**src/rtl/tile_scan_ctrl.sv**
```systemverilog
// tile_scan_ctrl: raster-band window scan scheduler with credit-limited issue; optional SCAN_STALL_CNT_EN adds stall_cnt[31:0]
//   in:  clk, rst, start, tile_ready, res_valid
//   out: tile_valid, tile_row[8:0], tile_col[9:0], band_first, frame_last, busy, done, proto_err
module tile_scan_ctrl #(
  parameter int IMG_W    = 638,
  parameter int IMG_H    = 482,
  parameter int WIN_ROWS = 3,
  parameter int WIN_COLS = 14,
  parameter int STEP_ROW = 3,
  parameter int STEP_COL = 12,
  parameter int MAX_OUT  = 4
) (
  input  logic        clk,
  input  logic        rst,
  input  logic        start,
  output logic        tile_valid,
  input  logic        tile_ready,
  output logic [8:0]  tile_row,
  output logic [9:0]  tile_col,
  output logic        band_first,
  output logic        frame_last,
  input  logic        res_valid,
  output logic        busy,
  output logic        done,
  output logic        proto_err
`ifdef SCAN_STALL_CNT_EN
  ,
  output logic [31:0] stall_cnt
`endif
);
  localparam logic [8:0] ROW_LAST = 9'(((IMG_H - WIN_ROWS) / STEP_ROW) * STEP_ROW);
  localparam logic [9:0] COL_LAST = 10'(WIN_COLS - 1 + (IMG_W - WIN_COLS) % STEP_COL);
  localparam logic [9:0] COL_TOP  = 10'(IMG_W - 1);
  localparam logic [9:0] COL_MIN  = 10'(WIN_COLS - 1 + STEP_COL);
  localparam logic [9:0] COL_STEP = 10'(STEP_COL);
  localparam logic [8:0] ROW_STEP = 9'(STEP_ROW);
  localparam logic [3:0] MAX_C    = 4'(MAX_OUT);
  localparam logic [1:0] IDLE = 2'd0, ISSUE = 2'd1, DRAIN = 2'd2, DONE = 2'd3;
  logic [1:0] st_q, st_d;
  logic [8:0] row_q, row_d;
  logic [9:0] col_q, col_d;
  logic [3:0] cnt_q, cnt_d;
  logic       err_q, err_d, fire, go;
  assign tile_valid = st_q == ISSUE && cnt_q < MAX_C;
  assign fire       = tile_valid & tile_ready;
  assign go         = st_q == IDLE && start;
  assign tile_row   = row_q;
  assign tile_col   = col_q;
  assign band_first = col_q == COL_TOP;
  assign frame_last = row_q == ROW_LAST && col_q == COL_LAST;
  assign busy       = st_q == ISSUE || st_q == DRAIN;
  assign done       = st_q == DONE;
  assign proto_err  = err_q;
  always_comb begin
    // a result arriving at zero credits alongside a fire is dropped; the fire still takes a credit
    cnt_d = fire && (!res_valid || cnt_q == 4'd0) ? cnt_q + 4'd1 :
            res_valid && !fire && cnt_q != 4'd0 ? cnt_q - 4'd1 : cnt_q;
    err_d = err_q | (res_valid && !fire && cnt_q == 4'd0);
    row_d = go ? 9'd0 : fire && !frame_last && col_q < COL_MIN ? row_q + ROW_STEP : row_q;
    col_d = go ? COL_TOP : fire && !frame_last ? (col_q >= COL_MIN ? col_q - COL_STEP : COL_TOP) : col_q;
    st_d  = st_q == IDLE  ? (start ? ISSUE : IDLE) :
            st_q == ISSUE ? (fire && frame_last ? DRAIN : ISSUE) :
            st_q == DRAIN ? (cnt_d == 4'd0 ? DONE : DRAIN) : IDLE;
  end
  always_ff @(posedge clk) begin
    if (rst) begin
      st_q  <= IDLE;
      row_q <= 9'd0;
      col_q <= COL_TOP;
      cnt_q <= 4'd0;
      err_q <= 1'b0;
    end else begin
      st_q  <= st_d;
      row_q <= row_d;
      col_q <= col_d;
      cnt_q <= cnt_d;
      err_q <= err_d;
    end
  end
`ifdef SCAN_STALL_CNT_EN
  logic [31:0] stall_q;
  assign stall_cnt = stall_q;
  always_ff @(posedge clk) begin
    if (rst || go) stall_q <= 32'd0;
    else if (st_q == ISSUE && !fire && stall_q != 32'hFFFF_FFFF) stall_q <= stall_q + 32'd1;
  end
`endif
endmodule

```
**config.mk**
```make
export PLATFORM = sky130hd
export DESIGN_NAME = tile_scan_ctrl
export DESIGN_NICKNAME = d
export VERILOG_FILES = /design/src/rtl/tile_scan_ctrl.sv
export SDC_FILE = /design/constraint.sdc
export NUM_CORES = 1
export LEC_CHECK = 0
export CORE_ASPECT_RATIO = 1.5
export CORE_UTILIZATION = 57
export CTS_BUF_LIST = sky130_fd_sc_hd__clkbuf_4
export DETAILED_ROUTE_END_ITERATION = 8
export HOLD_SLACK_MARGIN = 0.15
export PLACE_DENSITY = 0.93
export SYNTH_ARGS = -nofsm -noshare
export SYNTH_HDL_FRONTEND = slang
export SYNTH_SLANG_ARGS = --single-unit
export TNS_END_PERCENT = 1
```
**constraint.sdc**
```tcl
create_clock -name clk -period 4.4 [get_ports clk]
set_input_delay 0.44 -clock clk [delete_from_list [all_inputs] [get_ports clk]]
set_output_delay 0.44 -clock clk [all_outputs]
set_load 0.02 [all_outputs]
```
# Yosys cells after proc, flatten, opt, wreduce, memory -nomap -nowiden
# Index checks and enable logic that the tools add are counted.
[classes] n_addsub=4 order_cmp=3 eq_ne=6 mux=9 bitwise_logic=2 reduce_logical=20
[op_table] op="10-bit equality test (second input constant)" n=1
[op_table] op="10-bit by 4-bit equality test with 1-bit output (second input constant)" n=1
[op_table] op="10-bit by 5-bit greater-or-equal comparator with 1-bit output (second input constant)" n=1
[op_table] op="1-bit logical AND" n=10
[op_table] op="10-bit by 5-bit less-than comparator with 1-bit output (second input constant)" n=1
[op_table] op="10-bit two-way mux" n=1
[op_table] op="10-bit by 4-bit subtractor with 10-bit output (second input constant)" n=1
[op_table] op="9-bit by 2-bit adder with 9-bit output (second input constant)" n=1
[op_table] op="9-bit equality test (second input constant)" n=1
[op_table] op="4-bit logical NOT" n=2
[op_table] op="2-bit two-way mux" n=4
[op_table] op="4-bit two-way mux" n=2
[op_table] op="4-bit by 1-bit adder with 4-bit output (second input constant)" n=1
[op_table] op="2-bit equality test (second input constant)" n=2
[op_table] op="4-bit by 3-bit less-than comparator with 1-bit output (second input constant)" n=1
[op_table] op="4-bit nonzero test" n=1
[op_table] op="4-bit by 1-bit subtractor with 4-bit output (second input constant)" n=1
[op_table] op="1-bit logical NOT" n=3
[op_table] op="2-bit by 1-bit equality test with 1-bit output (second input constant)" n=1
[op_table] op="2-bit logical NOT" n=1
[op_table] op="1-bit logical OR" n=2
[op_table] op="1-bit two-way mux" n=2
[op_table] op="2-bit OR reduction" n=1
[op_table] op="1-bit bitwise AND" n=1
[op_table] op="1-bit bitwise OR" n=1
[word_totals] ff_bits=26 input_bits=5 output_inout_bits=25 elab_cells=49

# Longest topological paths before layout
[logic_depth] word_depth=13 mapped_depth=9 mapped_depth_nobuf=7

# Worst setup path after synthesis
# Ideal clock, no wire load.
[synth_path] path_kind="register to output" from="register col_q[3], in the netlist tile_col[3]" to="output port frame_last" t_arrival_ps=1738 t_required_ps=3960 path_slack_ps=2222 path_stages_with_launch=6 n_path_buf=1 cell_sequence="dfxtp_1 ha_1 nand3b_1 or4_1 clkbuf_1 nor2_1"
[synth_via] elab_chain_len=2
[synth_lines] item="start: declaration" line_no="41" text="logic [9:0] col_q, col_d;"
[synth_lines] item="start signal: assignment" line_no="75" text="col_q <= col_d;"
[synth_lines] item="10-bit by 4-bit equality test with 1-bit output" line_no="50" text="assign frame_last = row_q == ROW_LAST && col_q == COL_LAST;"
[synth_lines] item="1-bit logical AND" line_no="50"
[synth_lines] item="end: declaration" line_no="21" text="output logic frame_last,"
# Every way passes these cells.

# Final worst setup path
# Ends and elaborated chain as after synthesis.

==> results_dict.tcl <==
set metrics [dict create \
    cts_tree "yes" \
    synth_common_cells "dfxtp_1, nand2_1, a21oi_1" \
    status "finished clean" \
    cts.htree.levels 1 \
    die_area_um2 2770 \
    dp_hpwl_mm 2.57 \
    ys_types 47 \
    yosys_warnings 0 \
    p_leak_nw 0.687 \
    cts.sinks 25 \
    r2r_cells 7 \
    seq_area_um2 500 \
    drt_pass1_iterations 4 \
    drive_gt1_share_pct 4.10 \
    cap_viol_max_count 0 \
    worstSetupPathType "reg -> out" \
    synth_seq_cells 25 \
    combPwrFrac_pct 30.9 \
    die_h_um 63.9 \
    p_int_uw 355 \
    hold_viol 0 \
    clkPwrFrac_pct 21.2 \
    cts_buffer_depth 2 \
    timing.rr.end "tile_row[7]$_SDFFE_PP0P_" \
    grt_pass1_wl_mm 5.79 \
    fmax_ghz 0.329 \
    die_w_um 43.3 \
    maxSlewViolCount 0 \
    place_congestion 0.837 \
    cts_resized 0 \
    synthFlopType "dfxtp_1" \
    peakVddDrop_mv 0.235 \
    cts_root_buf "clkbuf_4" \
    synth_top_area_share_pct 34.3 \
    finalSetupViolations 0 \
    worst_pin_slew_ps 836 \
    mappedNetlistArea_um2 1460 \
    synth_top_area_cell "dfxtp_1" \
    critical_path_peak_fanout 6 \
    synth.area.top_cells "dfxtp_1, ha_1, a21oi_1, or4_1, nand2_1" \
    syn_avg_cell_area_um2 8.57 \
    first_iter_violations 37 \
    pin_count 30 \
    grt_max_degree 18 \
    multi_input_area_um2 885 \
    setup_tns_ps 0 \
    postCtsSetupBuffers 0 \
    gr-usage-all-layers_pct 26.9 \
    required_ps 3960 \
    ant_nets 0 \
    dpl.cell_count 215 \
    antennaDiodeCount 0 \
    rr_startpoint "st_q[1]$_SDFF_PP0_" \
    startpoint_type "register" \
    drcViolationCount 0 \
    rsz0062_at_grt "no" \
    fillerInstances 190 \
    ys_seq_area_share_pct 34.3 \
    critPathCaptureType "output port" \
    p_sw_uw 185 \
    fin_area_um2 1770 \
    hold_start "proto_err$_SDFF_PP0_" \
    holdBufCountCts 0 \
    synth-edff-count 0 \
    avgViaCountPerCell 6.46 \
    num_vias 1414 \
    synth_most_common_cell "dfxtp_1" \
    wl_per_cell_um 15.7 \
    drt-total-wl_mm 3.45 \
    post-route-period-util_pct 69.0 \
    hold_depth 2 \
    syn_inst 170 \
    clk_pin_slew_ps 140 \
    power_density_nw_per_um2 306 \
    initial_core_util_pct 60.2 \
    grt_pass1_vias 1327 \
    nets 211 \
    min_to "proto_err$_SDFF_PP0_" \
    worstPathArrival_ps 2600 \
    reg2reg_slack_ps 1900 \
    grt-ovfl-total 0 \
    core_um2 2420 \
    final_cells 219 \
    hold_class "reg -> reg" \
    placed_area_um2 1740 \
    seq_power_share_pct 47.9 \
    relSlewSlack_pct 44.3 \
    io_buffer_count 28 \
    whs_ps 506 \
    clk_latency_ps 330 \
    syn_nets 185 \
    syn_to_final_growth_pct 21.2 \
    numCtsBuffers 3 \
    async_flop_share_pct 0 \
    period_minus_slack_ps 3040 \
    skew_ps 2.41 \
    antenna_found_initial 0 \
    p_sw_share_pct 34.3 \
    num_rows 22 \
]
==> sequential cells by signal, summed over array words and instances, names as in the netlist <==
| signal | cells |
|---|---|
| tile_col | 9 |
| proto_err | 1 |
| tile_row | 9 |
| cnt_q | 4 |
| st_q | 2 |
==> cells by family after synthesis <==
family	synth area share (%)
simple gates	26.4
other cells	0.257
flops	34.3
xor+xnor	4.21
compound gates	19.8
mux	1.37
buf+inv	4.98
fa+ha+maj	8.58
==> worst max path at each step <==
| stage | startpoint | end | slack (ps) | depth (start not counted) |
|---|---|---|---|---|
| finish | tile_col[3]$_SDFFE_PP1P_ | frame_last | 1360 | 5 |
| global route | tile_col[3]$_SDFFE_PP1P_ | frame_last | 1270 | 5 |
| CTS | tile_col[3]$_SDFFE_PP1P_ | frame_last | 1400 | 5 |
| detailed placement | tile_ready | tile_row[7]$_SDFFE_PP0P_ | 1650 | 6 |
| global placement | tile_ready | tile_row[7]$_SDFFE_PP0P_ | 1730 | 6 |
| floorplan | tile_col[3]$_SDFFE_PP1P_ | frame_last | 2220 | 5 |
==> routing by layer <==
| metal | track usage (%) | vias to the layer above | routed length [µm] |
|---|---|---|---|
| met5 | 0 | - | 0 |
| li1 | - | 684 | - |
| met1 | 29.7 | 683 | 1390 |
| met3 | 4.24 | 13 | 112 |
| met4 | 14.0 | 0 | 114 |
| met2 | 47.6 | 34 | 1830 |
==> through the flow <==
stage	setup WS (ps)	power (mW)	util, %
CTS	1400	0.537	72.9
global route	1270	0.570	72.9
finish	1360	0.540	72.9
floorplan	2220	0.380	-
detailed placement	1650	0.428	71.7
global placement	1730	0.417	71.7
==> layout make-up <==
type | count | area share [%]
inverters | 11 | 2.34
repair buffers | 28 | 15.9
multi-input cells | 127 | 50.1
well taps | 24 | 1.70
clock buffers | 4 | 1.70
flip-flops and latches | 25 | 28.3
==> placed cells by master (no fill, tap or decap), drive strengths merged, types with 2 or more instances in the layout <==
cell type / instances
a21o: 3
and3: 4
nand2: 15
or3: 3
o31ai: 6
mux2i: 2
nand4bb: 2
a32oi: 2
clkbuf: 4
nor2b: 2
xor2: 2
dfxtp: 25
o21ai: 2
or4: 9
nand3b: 2
xnor2: 5
ha: 10
a31oi: 2
clkdlybuf4s50: 28
nor2: 11
a21oi: 12
nand3: 5
and2: 2
nand4: 2
nor3: 6
inv: 11
nor4: 2
==> power by group through the flow <==
stage	registers (mW)	clock network (mW)	logic, mW
floorplan	0.264	0	0.116
global placement	0.262	0	0.155
detailed placement	0.264	0	0.164
CTS	0.259	0.113	0.166
global route	0.261	0.122	0.187
finish	0.259	0.114	0.167
==> worst max-delay path, cell delays in order (launching register included) <==
cell	delay [ps]
dfxtp_1	420
ha_1	300
nand3b_1	170
or4_1	550
nor2_1	190
clkdlybuf4s50_1	630
No activity file was read; power rests on OpenSTA's default activity.
